==> src/rtl/game_pkg.sv <==
// game_pkg: definitions shared by the enemy controllers.
//   slime_state_t : 2-bit slime controller state.
//   X_W / Y_W     : screen coordinate widths.
//   TICK_W        : width of per-state tick timers.
package game_pkg;

    localparam int X_W    = 10;
    localparam int Y_W    = 9;
    localparam int TICK_W = 8;

    typedef enum logic [1:0] {
        S_WALK    = 2'd0,
        S_FROZEN  = 2'd1,
        S_SHATTER = 2'd2,
        S_DEAD    = 2'd3
    } slime_state_t;

endpackage

==> src/rtl/tick_prescaler.sv <==
// tick_prescaler: free-running 0..DIV-1 counter producing a one-cycle tick.
//   clk   : system clock
//   rst_n : asynchronous active-low reset
//   clr   : synchronous clear; the count restarts at 0 on the next edge
//   tick  : high on the cycle the count equals DIV-1
module tick_prescaler #(
    parameter int unsigned DIV = 500000
) (
    input  logic clk,
    input  logic rst_n,
    input  logic clr,
    output logic tick
);

    localparam int CW = (DIV > 1) ? $clog2(DIV) : 1;

    logic [CW-1:0] count_reg;

    assign tick = (count_reg == CW'(DIV - 1));

    always_ff @(posedge clk or negedge rst_n) begin
        if (!rst_n) begin
            count_reg <= '0;
        end else if (clr || tick) begin
            count_reg <= '0;
        end else begin
            count_reg <= count_reg + 1'b1;
        end
    end

endmodule

==> src/rtl/slime_ctrl.sv <==
// slime_ctrl: one slime enemy - patrol, freeze, shatter and respawn.
//   clk, rst_n : clock, asynchronous active-low reset
//   hit_ice    : one-cycle pulse, player's ice hit the slime
//   broken     : level from the break detector
//   x_slim     : slime x (registered)
//   y_slim     : slime y, constant Y_POS
//   isfrozen   : high in FROZEN
//   alive      : high in WALK and FROZEN
//   dir        : 1 = moving right, 0 = moving left
//   shatter    : high in SHATTER
//   kill_pulse : one cycle on entering SHATTER
module slime_ctrl
    import game_pkg::*;
#(
    parameter logic [X_W-1:0]    X_MIN         = 10'd100,
    parameter logic [X_W-1:0]    X_MAX         = 10'd500,
    parameter logic [X_W-1:0]    X_START       = 10'd100,
    parameter logic [Y_W-1:0]    Y_POS         = 9'd300,
    parameter logic [X_W-1:0]    STEP          = 10'd2,
    parameter logic [19:0]       MOVE_DIV      = 20'd500000,
    parameter logic [TICK_W-1:0] FREEZE_TICKS  = 8'd150,
    parameter logic [TICK_W-1:0] SHATTER_TICKS = 8'd25,
    parameter logic [TICK_W-1:0] RESPAWN_TICKS = 8'd100
) (
    input  logic           clk,
    input  logic           rst_n,
    input  logic           hit_ice,
    input  logic           broken,
    output logic [X_W-1:0] x_slim,
    output logic [Y_W-1:0] y_slim,
    output logic           isfrozen,
    output logic           alive,
    output logic           dir,
    output logic           shatter,
    output logic           kill_pulse
);

    slime_state_t      state_reg, state_next;
    logic [X_W-1:0]    x_reg, x_next;
    logic              dir_reg, dir_next;
    logic [TICK_W-1:0] timer_reg, timer_next;
    logic [TICK_W-1:0] timer_inc;
    logic              isfrozen_reg, alive_reg, shatter_reg, kill_reg;
    logic              tick;
    logic              clr;

    // One extra bit so x+STEP near the top of the range cannot wrap.
    logic [X_W:0] x_plus;
    logic [X_W:0] left_limit;

    assign x_plus     = {1'b0, x_reg} + {1'b0, STEP};
    assign left_limit = {1'b0, X_MIN} + {1'b0, STEP};
    assign timer_inc  = timer_reg + 1'b1;

    tick_prescaler #(
        .DIV (32'(MOVE_DIV))
    ) u_prescaler (
        .clk   (clk),
        .rst_n (rst_n),
        .clr   (clr),
        .tick  (tick)
    );

    always_comb begin
        state_next = state_reg;
        x_next     = x_reg;
        dir_next   = dir_reg;
        timer_next = timer_reg;
        clr        = 1'b0;

        case (state_reg)
            S_WALK: begin
                if (broken) begin
                    state_next = S_SHATTER;
                end else if (hit_ice) begin
                    state_next = S_FROZEN;
                end else if (tick) begin
                    if (dir_reg) begin
                        if (x_plus >= {1'b0, X_MAX}) begin
                            x_next   = X_MAX;
                            dir_next = 1'b0;
                        end else begin
                            x_next = x_plus[X_W-1:0];
                        end
                    end else begin
                        if ({1'b0, x_reg} <= left_limit) begin
                            x_next   = X_MIN;
                            dir_next = 1'b1;
                        end else begin
                            x_next = x_reg - STEP;
                        end
                    end
                end
            end
            S_FROZEN: begin
                if (broken) begin
                    state_next = S_SHATTER;
                end else if (hit_ice) begin
                    // Re-hit restarts the whole freeze period.
                    timer_next = '0;
                    clr        = 1'b1;
                end else if (tick) begin
                    if (timer_inc == FREEZE_TICKS) state_next = S_WALK;
                    else                           timer_next = timer_inc;
                end
            end
            S_SHATTER: begin
                if (tick) begin
                    if (timer_inc == SHATTER_TICKS) state_next = S_DEAD;
                    else                            timer_next = timer_inc;
                end
            end
            default: begin // S_DEAD
                if (tick) begin
                    if (timer_inc == RESPAWN_TICKS) begin
                        state_next = S_WALK;
                        x_next     = X_START;
                        dir_next   = 1'b1;
                    end else begin
                        timer_next = timer_inc;
                    end
                end
            end
        endcase

        // Every state change restarts both the tick phase and the timer.
        if (state_next != state_reg) begin
            timer_next = '0;
            clr        = 1'b1;
        end
    end

    always_ff @(posedge clk or negedge rst_n) begin
        if (!rst_n) begin
            state_reg    <= S_WALK;
            x_reg        <= X_START;
            dir_reg      <= 1'b1;
            timer_reg    <= '0;
            isfrozen_reg <= 1'b0;
            alive_reg    <= 1'b1;
            shatter_reg  <= 1'b0;
            kill_reg     <= 1'b0;
        end else begin
            state_reg    <= state_next;
            x_reg        <= x_next;
            dir_reg      <= dir_next;
            timer_reg    <= timer_next;
            // Flags are decoded from the next state so they change on the
            // same edge as the state itself.
            isfrozen_reg <= (state_next == S_FROZEN);
            alive_reg    <= (state_next == S_WALK) || (state_next == S_FROZEN);
            shatter_reg  <= (state_next == S_SHATTER);
            kill_reg     <= (state_next == S_SHATTER) && (state_reg != S_SHATTER);
        end
    end

    assign x_slim     = x_reg;
    assign y_slim     = Y_POS;
    assign isfrozen   = isfrozen_reg;
    assign alive      = alive_reg;
    assign dir        = dir_reg;
    assign shatter    = shatter_reg;
    assign kill_pulse = kill_reg;

endmodule

==> config.mk <==
export PLATFORM = sky130hd
export DESIGN_NAME = slime_ctrl
export DESIGN_NICKNAME = d
export VERILOG_FILES = /design/src/rtl/game_pkg.sv /design/src/rtl/tick_prescaler.sv /design/src/rtl/slime_ctrl.sv
export SDC_FILE = /design/constraint.sdc
export NUM_CORES = 1
export LEC_CHECK = 0
export BUFFER_PORTS_ARGS = -buffer_cell sky130_fd_sc_hd__buf_2
export CAP_MARGIN = 10
export CORE_MARGIN = 4
export CORE_UTILIZATION = 65
export DETAILED_ROUTE_END_ITERATION = 10
export HOLD_SLACK_MARGIN = 0.15
export PLACE_DENSITY = 0.86
export SLEW_MARGIN = 20
export SYNTH_ARGS = -nofsm -noshare
export SYNTH_HDL_FRONTEND = slang
export SYNTH_SLANG_ARGS = --single-unit
export TNS_END_PERCENT = 10
==> constraint.sdc <==
create_clock -name clk -period 5.2 [get_ports clk]
set_clock_uncertainty 0.15 [all_clocks]
set_input_delay 0 -clock clk [delete_from_list [all_inputs] [get_ports clk]]
set_output_delay 0 -clock clk [all_outputs]
set_load 0.02 [all_outputs]
==> impl_metrics.py, run 1 <==
metrics = {
    "setup_path": {
        "cp_max_fo": 27,
        "required_ns": 5.18,
        "crit_family": "compound AO/OA/AOI/OAI gates",
        "cpPeakStageDelay_ns": 0.88,
        "critPathArrivalTime_ns": 3.24,
        "end_kind": "flop",
        "worstSetupPathType": "flop to flop",
        "slowest_stage": "a32o_1",
        "cp-start-kind": "flop",
        "path_buf_inv": 0,
        "crit_chain": "ha_1 -> o32a_1 -> a2111o_1 -> o211ai_1 -> a32o_1 -> nor4_1",
    },
    "floorplanning": {
        "placement_rows": 25,
        "ios": 28,
        "die-height_um": 78.6,
        "die_area_um2": 6170,
        "coreArea_um2": 4790,
        "start_util": 0.677,
        "die_x_um": 78.6,
    },
    "grt": {
        "antenna_found_initial": 0,
        "grt_util_all_layers": 0.252,
        "grt_overflow": 0,
        "grt_max_degree": 44,
        "grt_pass1_vias": 2765,
        "grt_pass1_wl_mm": 12.7,
    },
    "final_layout": {
        "fin_cells": 453,
        "fill_cells": 390,
        "final_cell_mix": "dfrtp_1 (38), nand2_1 (30), nor2_1 (28), nor4_1 (21), a21oi_1 (19)",
        "multi_input_area_um2": 1940,
        "utilization": 0.708,
        "nNetsFinal": 399,
        "ff_latch_area_um2": 1080,
        "layout_commonest_cell": "dfrtp_1",
        "drive_gt1_frac": 0.114,
        "largest_register_ffs": 19,
        "insertedDiodeCount": 0,
        "syn2layout_area_growth_pct": 4.64,
    },
    "drt": {
        "routed_via_density": 6.50,
        "routedWlPerCell_um": 16.1,
        "post-route-drc-count": 0,
        "firstDrtPassIters": 5,
        "drt-initial-drc-count": 337,
        "vias": 2946,
        "ant_nets": 0,
        "routed_wl_mm": 7.31,
    },
    "power_and_ir_drop": {
        "p_sw_frac": 0.383,
        "p_comb_frac": 0.335,
        "seqPwrFrac": 0.418,
        "cellLeakagePower_nw": 1.34,
        "power_density_nw_per_um2": 277,
        "p_int_mw": 0.580,
        "power.switching_mw": 0.360,
        "p_clk_frac": 0.247,
        "fin_total_pwr_mw": 0.940,
        "peakVddDrop_mv": 0.183,
    },
    "flow_run": {
        "maxCapViolCount": 0,
    },
    "yosys": {
        "syn_area_um2": 3240,
        "synth_edf_count": 0,
        "syn_inst": 379,
        "synth_top_area_cell": "dfrtp_1",
        "ys_ff_latch": 43,
        "ys.flop_type": "dfrtp_1",
        "synth.area.top_cells": "dfrtp_1 (29%), dfstp_2 (4.1%), nor4_1 (4.1%)",
        "avgSynthCellArea_um2": 8.54,
        "yosysSeqAreaShare": 0.334,
        "synth_top_cell_area_share": 0.294,
        "async_reset_ff_frac": 1.00,
        "synth_cell_types": 71,
        "yosysWarnings": 0,
    },
    "clock_network": {
        "clk_path_buf_depth": 2,
        "cts_resized": 0,
        "cts_tree": "built",
        "post-cts-setup-buffers": 0,
        "cts_made_buffers": 5,
        "cts.sinks": 43,
        "path_clk_slew_ns": 0.08,
        "clk_latency_ns": 0.30,
        "h-tree-depth": 2,
        "cts-root-buf": "clkbuf_8",
    },
    "placed_design": {
        "place_congestion": 0.976,
        "dp_hpwl_mm": 5.15,
        "pre_cts_ws_ns": 1.95,
        "io_buffers": 17,
        "place_inst": 442,
    },
    "timing": {
        "setup_slack_ns": 1.93,
        "setup_violations": 0,
        "tns_ns": 0,
        "slew_violations": 0,
        "post-route-period-util": 0.628,
        "worst_pin_slew_ns": 1.03,
        "rsz0062_at_grt": "false",
        "fmax_mhz": 306,
        "hold_viol": 0,
        "slew-limit-headroom": 0.315,
        "min_period_ns": 3.27,
    },
    "hold_path": {
        "hold_path_class": "primary input to asynchronous set/reset pin",
    },
    "status": {
        "status": "finished, final reports clean",
    },
}
## what timing repair did
| action | in CTS | in global routing |
|---|---|---|
| hold buffers | 3 | 0 |
| endpoints found under the hold margin | 44 | 0 |
| endpoints found under the setup margin | 0 | 0 |
## path summary, 6_finish.rpt
check	start	to	slack, ns	depth (start not counted)
max	timer_reg[0]	u_prescaler.count_reg[7]	1.93	6
min	rst_n	timer_reg[2]	0.23	2
max reg2reg	timer_reg[0]	u_prescaler.count_reg[7]	1.93	6
min reg2reg	u_prescaler.count_reg[0]	u_prescaler.count_reg[0]	0.35	1
max in group asynchronous	rst_n	u_prescaler.count_reg[14]	4.09	2
min in group clk	u_prescaler.count_reg[0]	u_prescaler.count_reg[0]	0.35	1
## cells in the mapped netlist (11+ instances only)
cell	count
a21oi_1	19
nand2_1	30
o21ai_0	13
nor2_1	28
inv_1	13
buf_4	17
nor4_1	21
dfrtp_1	38
nand4_1	13
nand3_1	11
## cells by family after synthesis
| logic type | count (synthesis) | synth area share |
|---|---|---|
| AO/OA/AOI/OAI | 88 | 0.190 |
| XOR/XNOR | 20 | 0.0541 |
| adder cells (fa/ha/maj) | 10 | 0.0386 |
| buffers and inverters | 45 | 0.0773 |
| flip-flops | 43 | 0.334 |
| multiplexers | 3 | 0.0100 |
| other | 2 | 0.00232 |
| AND/OR/NAND/NOR | 168 | 0.293 |
## power by group through the flow
stage                     registers, mW  clock network (mW)  logic, mW
after global placement            0.398                   0      0.306
after floorplan                   0.408                   0      0.264
after CTS                         0.392               0.237      0.314
after detailed placement          0.399                   0      0.312
after global routing              0.398               0.249      0.349
final                             0.393               0.232      0.315
## layout make-up
type | instances | share of cell area
multi-input combinational | 299 | 0.571
inverter | 13 | 0.0144
clock buffer | 8 | 0.0295
sequential | 43 | 0.319
tap | 67 | 0.0247
timing repair buffer | 23 | 0.0406
## per-stage QoR
stage | area (um^2) | hold slack [ns]
final | 3390 | 0.227
after global routing | 3390 | 0.335
after CTS | 3390 | 0.271
after detailed placement | 3260 | 0.0490
after global placement | 3260 | 0.0418
after floorplan | 3270 | -0.446
## worst reg2reg max path, delay by kind of cell, from the launching register on
kind / cells / cell delay, ns
AO/OA/AOI/OAI: 4 / 1.98
AND/OR/NAND/NOR: 1 / 0.15
flip-flops: 1 / 0.47
adder cells (fa/ha/maj): 1 / 0.35
## per-layer routing
| metal | track usage | vias to the layer above | wire length (um) |
|---|---|---|---|
| met5 | 0 | - | 0 |
| met4 | 0.0822 | 0 | 104 |
| met3 | 0.0470 | 13 | 431 |
| met2 | 0.400 | 115 | 3470 |
| met1 | 0.347 | 1412 | 3300 |
| li1 | - | 1406 | - |
Power figures use the tool's default switching activity.
==> run 2, diff against run 1 <==
CORE_UTILIZATION = 60   (was 65)
PLACE_DENSITY = 0.8   (was 0.86)
clock period = 3.4 ns   (was 5.2 ns; I/O delays follow)
==> impl_metrics.py, run 2 (synthesized netlist as in run 1, its figures left out) <==
metrics = {
    "clock_network": {
        "post-cts-setup-buffers": 0,
        "cts_resized": 0,
        "cts.sinks": 43,
        "cts_tree": "built",
        "clk_path_buf_depth": 2,
        "clk_latency_ns": 0.30,
        "h-tree-depth": 2,
        "path_clk_slew_ns": 0.09,
        "cts-root-buf": "clkbuf_8",
        "cts_made_buffers": 5,
    },
    "flow_run": {
        "maxCapViolCount": 0,
    },
    "timing": {
        "slew-limit-headroom": 0.368,
        "rsz0062_at_grt": "false",
        "hold_ws_ns": 0.225,
        "post-route-period-util": 0.862,
        "hold_viol": 0,
        "worst_pin_slew_ns": 0.947,
        "slew_violations": 0,
        "fmax_mhz": 341,
        "tns_ns": 0,
        "min_period_ns": 2.93,
        "setup_violations": 0,
    },
    "setup_path": {
        "end_kind": "flop",
        "crit_chain": "ha_1 -> nand3_1 -> nor3_1 -> mux2_2 -> a211oi_2 -> a32oi_1 -> mux2_2",
        "path_common_cell": "mux2_2",
        "cpPeakStageDelay_ns": 0.58,
        "worstSetupPathType": "flop to flop",
        "cp_max_fo": 8,
        "cp-start-kind": "flop",
        "required_ns": 3.47,
        "slowest_stage": "dfstp_2",
        "critPathArrivalTime_ns": 3.01,
    },
    "drt": {
        "firstDrtPassIters": 5,
        "routedWlPerCell_um": 16.4,
        "routed_via_density": 6.32,
        "ant_nets": 0,
        "routed_wl_mm": 7.51,
        "vias": 2895,
        "drt-initial-drc-count": 249,
        "post-route-drc-count": 0,
    },
    "floorplanning": {
        "start_util": 0.626,
        "coreArea_um2": 5170,
        "die_area_um2": 6640,
        "ios": 28,
        "placement_rows": 26,
        "die_x_um": 81.5,
        "die-height_um": 81.5,
    },
    "placed_design": {
        "place_inst": 447,
        "io_buffers": 17,
        "dp_hpwl_mm": 5.23,
        "place_congestion": 0.945,
    },
    "grt": {
        "grt_overflow": 0,
        "antenna_found_initial": 0,
        "grt_util_all_layers": 0.240,
        "grt_max_degree": 44,
        "grt_pass1_wl_mm": 12.5,
        "grt_pass1_vias": 2541,
    },
    "power_and_ir_drop": {
        "cellLeakagePower_nw": 1.34,
        "power_density_nw_per_um2": 424,
        "fin_total_pwr_mw": 1.44,
        "peakVddDrop_mv": 0.651,
    },
    "final_layout": {
        "largest_register_ffs": 19,
        "utilization": 0.656,
        "layout_commonest_cell": "dfrtp_1",
        "final_cell_mix": "dfrtp_1 (38), nand2_1 (30), nor2_1 (28), nor4_1 (21), a21oi_1 (19)",
        "nNetsFinal": 401,
        "drive_gt1_frac": 0.119,
        "multi_input_area_um2": 1940,
        "fill_cells": 443,
        "fin_cells": 458,
        "syn2layout_area_growth_pct": 4.79,
        "insertedDiodeCount": 0,
        "ff_latch_area_um2": 1080,
    },
    "hold_path": {
        "hold_path_class": "primary input to asynchronous set/reset pin",
    },
    "status": {
        "status": "finished, final reports clean",
    },
}
-- run 2: changes by cell type in the layout (fill, tap and decap cells not counted), sizes merged --
cell and change:
buf +2, clkinv +2, clkbuf -2
-- run 2: stage by stage --
stage	setup slack, ns	instance area [um^2]
3_3_place_gp	0.567	3280
2_1_floorplan	0.680	3270
4_1_cts	0.473	3390
6_report	0.468	3390
3_5_place_dp	0.468	3280
5_1_grt	0.285	3390
-- run 2: worst max-delay path, delay by kind of cell, from the launching register on --
family          cells  cell delay [ns]
mux                 2             0.69
simple gates        2             0.53
fa+ha+maj           1             0.27
compound gates      2             0.64
flops               1             0.58
-- run 2: worst paths after layout --
| check | startpoint | to | slack (ns) | cells past startpoint |
|---|---|---|---|---|
| worst max-delay path | x_slim[2] | x_slim[6] | 0.47 | 7 |
| worst min-delay path | rst_n | timer_reg[0] | 0.22 | 2 |
| worst max register to register | x_slim[2] | x_slim[6] | 0.47 | 7 |
| worst min register to register | u_prescaler.count_reg[0] | u_prescaler.count_reg[0] | 0.35 | 1 |
| max in group asynchronous | rst_n | x_slim[1] | 2.28 | 2 |
| min in group clk | u_prescaler.count_reg[0] | u_prescaler.count_reg[0] | 0.35 | 1 |
-- run 2: cell type report --
class                           instances  area share
Multi-Input combinational cell        299       0.570
Tap cell                               70      0.0258
Clock buffer                            6      0.0214
Sequential cell                        43       0.319
Clock inverter                          2     0.00406
Inverter                               13      0.0144
Timing Repair Buffer                   25      0.0450
-- run 2: repair_timing --
action,in CTS,in global routing
hold endpoints to repair,44,0
endpoints found under the setup margin,0,0
hold buffers,3,0
-- run 2: layer usage --
metal / global-route usage / up-vias / wire length (um)
met1: 0.342 / 1376 / 3420
met2: 0.375 / 100 / 3540
met3: 0.0351 / 11 / 444
li1: - / 1408 / -
met5: 0 / - / 0
met4: 0.0726 / 0 / 107
-- run 2: where the power goes --
| group | switching, mW | total, mW | internal, mW | leakage [nW] |
|---|---|---|---|---|
| clock network | 0.180 | 0.326 | 0.145 | 0.0452 |
| registers | 0.0392 | 0.599 | 0.560 | 0.572 |
| logic | 0.350 | 0.512 | 0.162 | 0.725 |
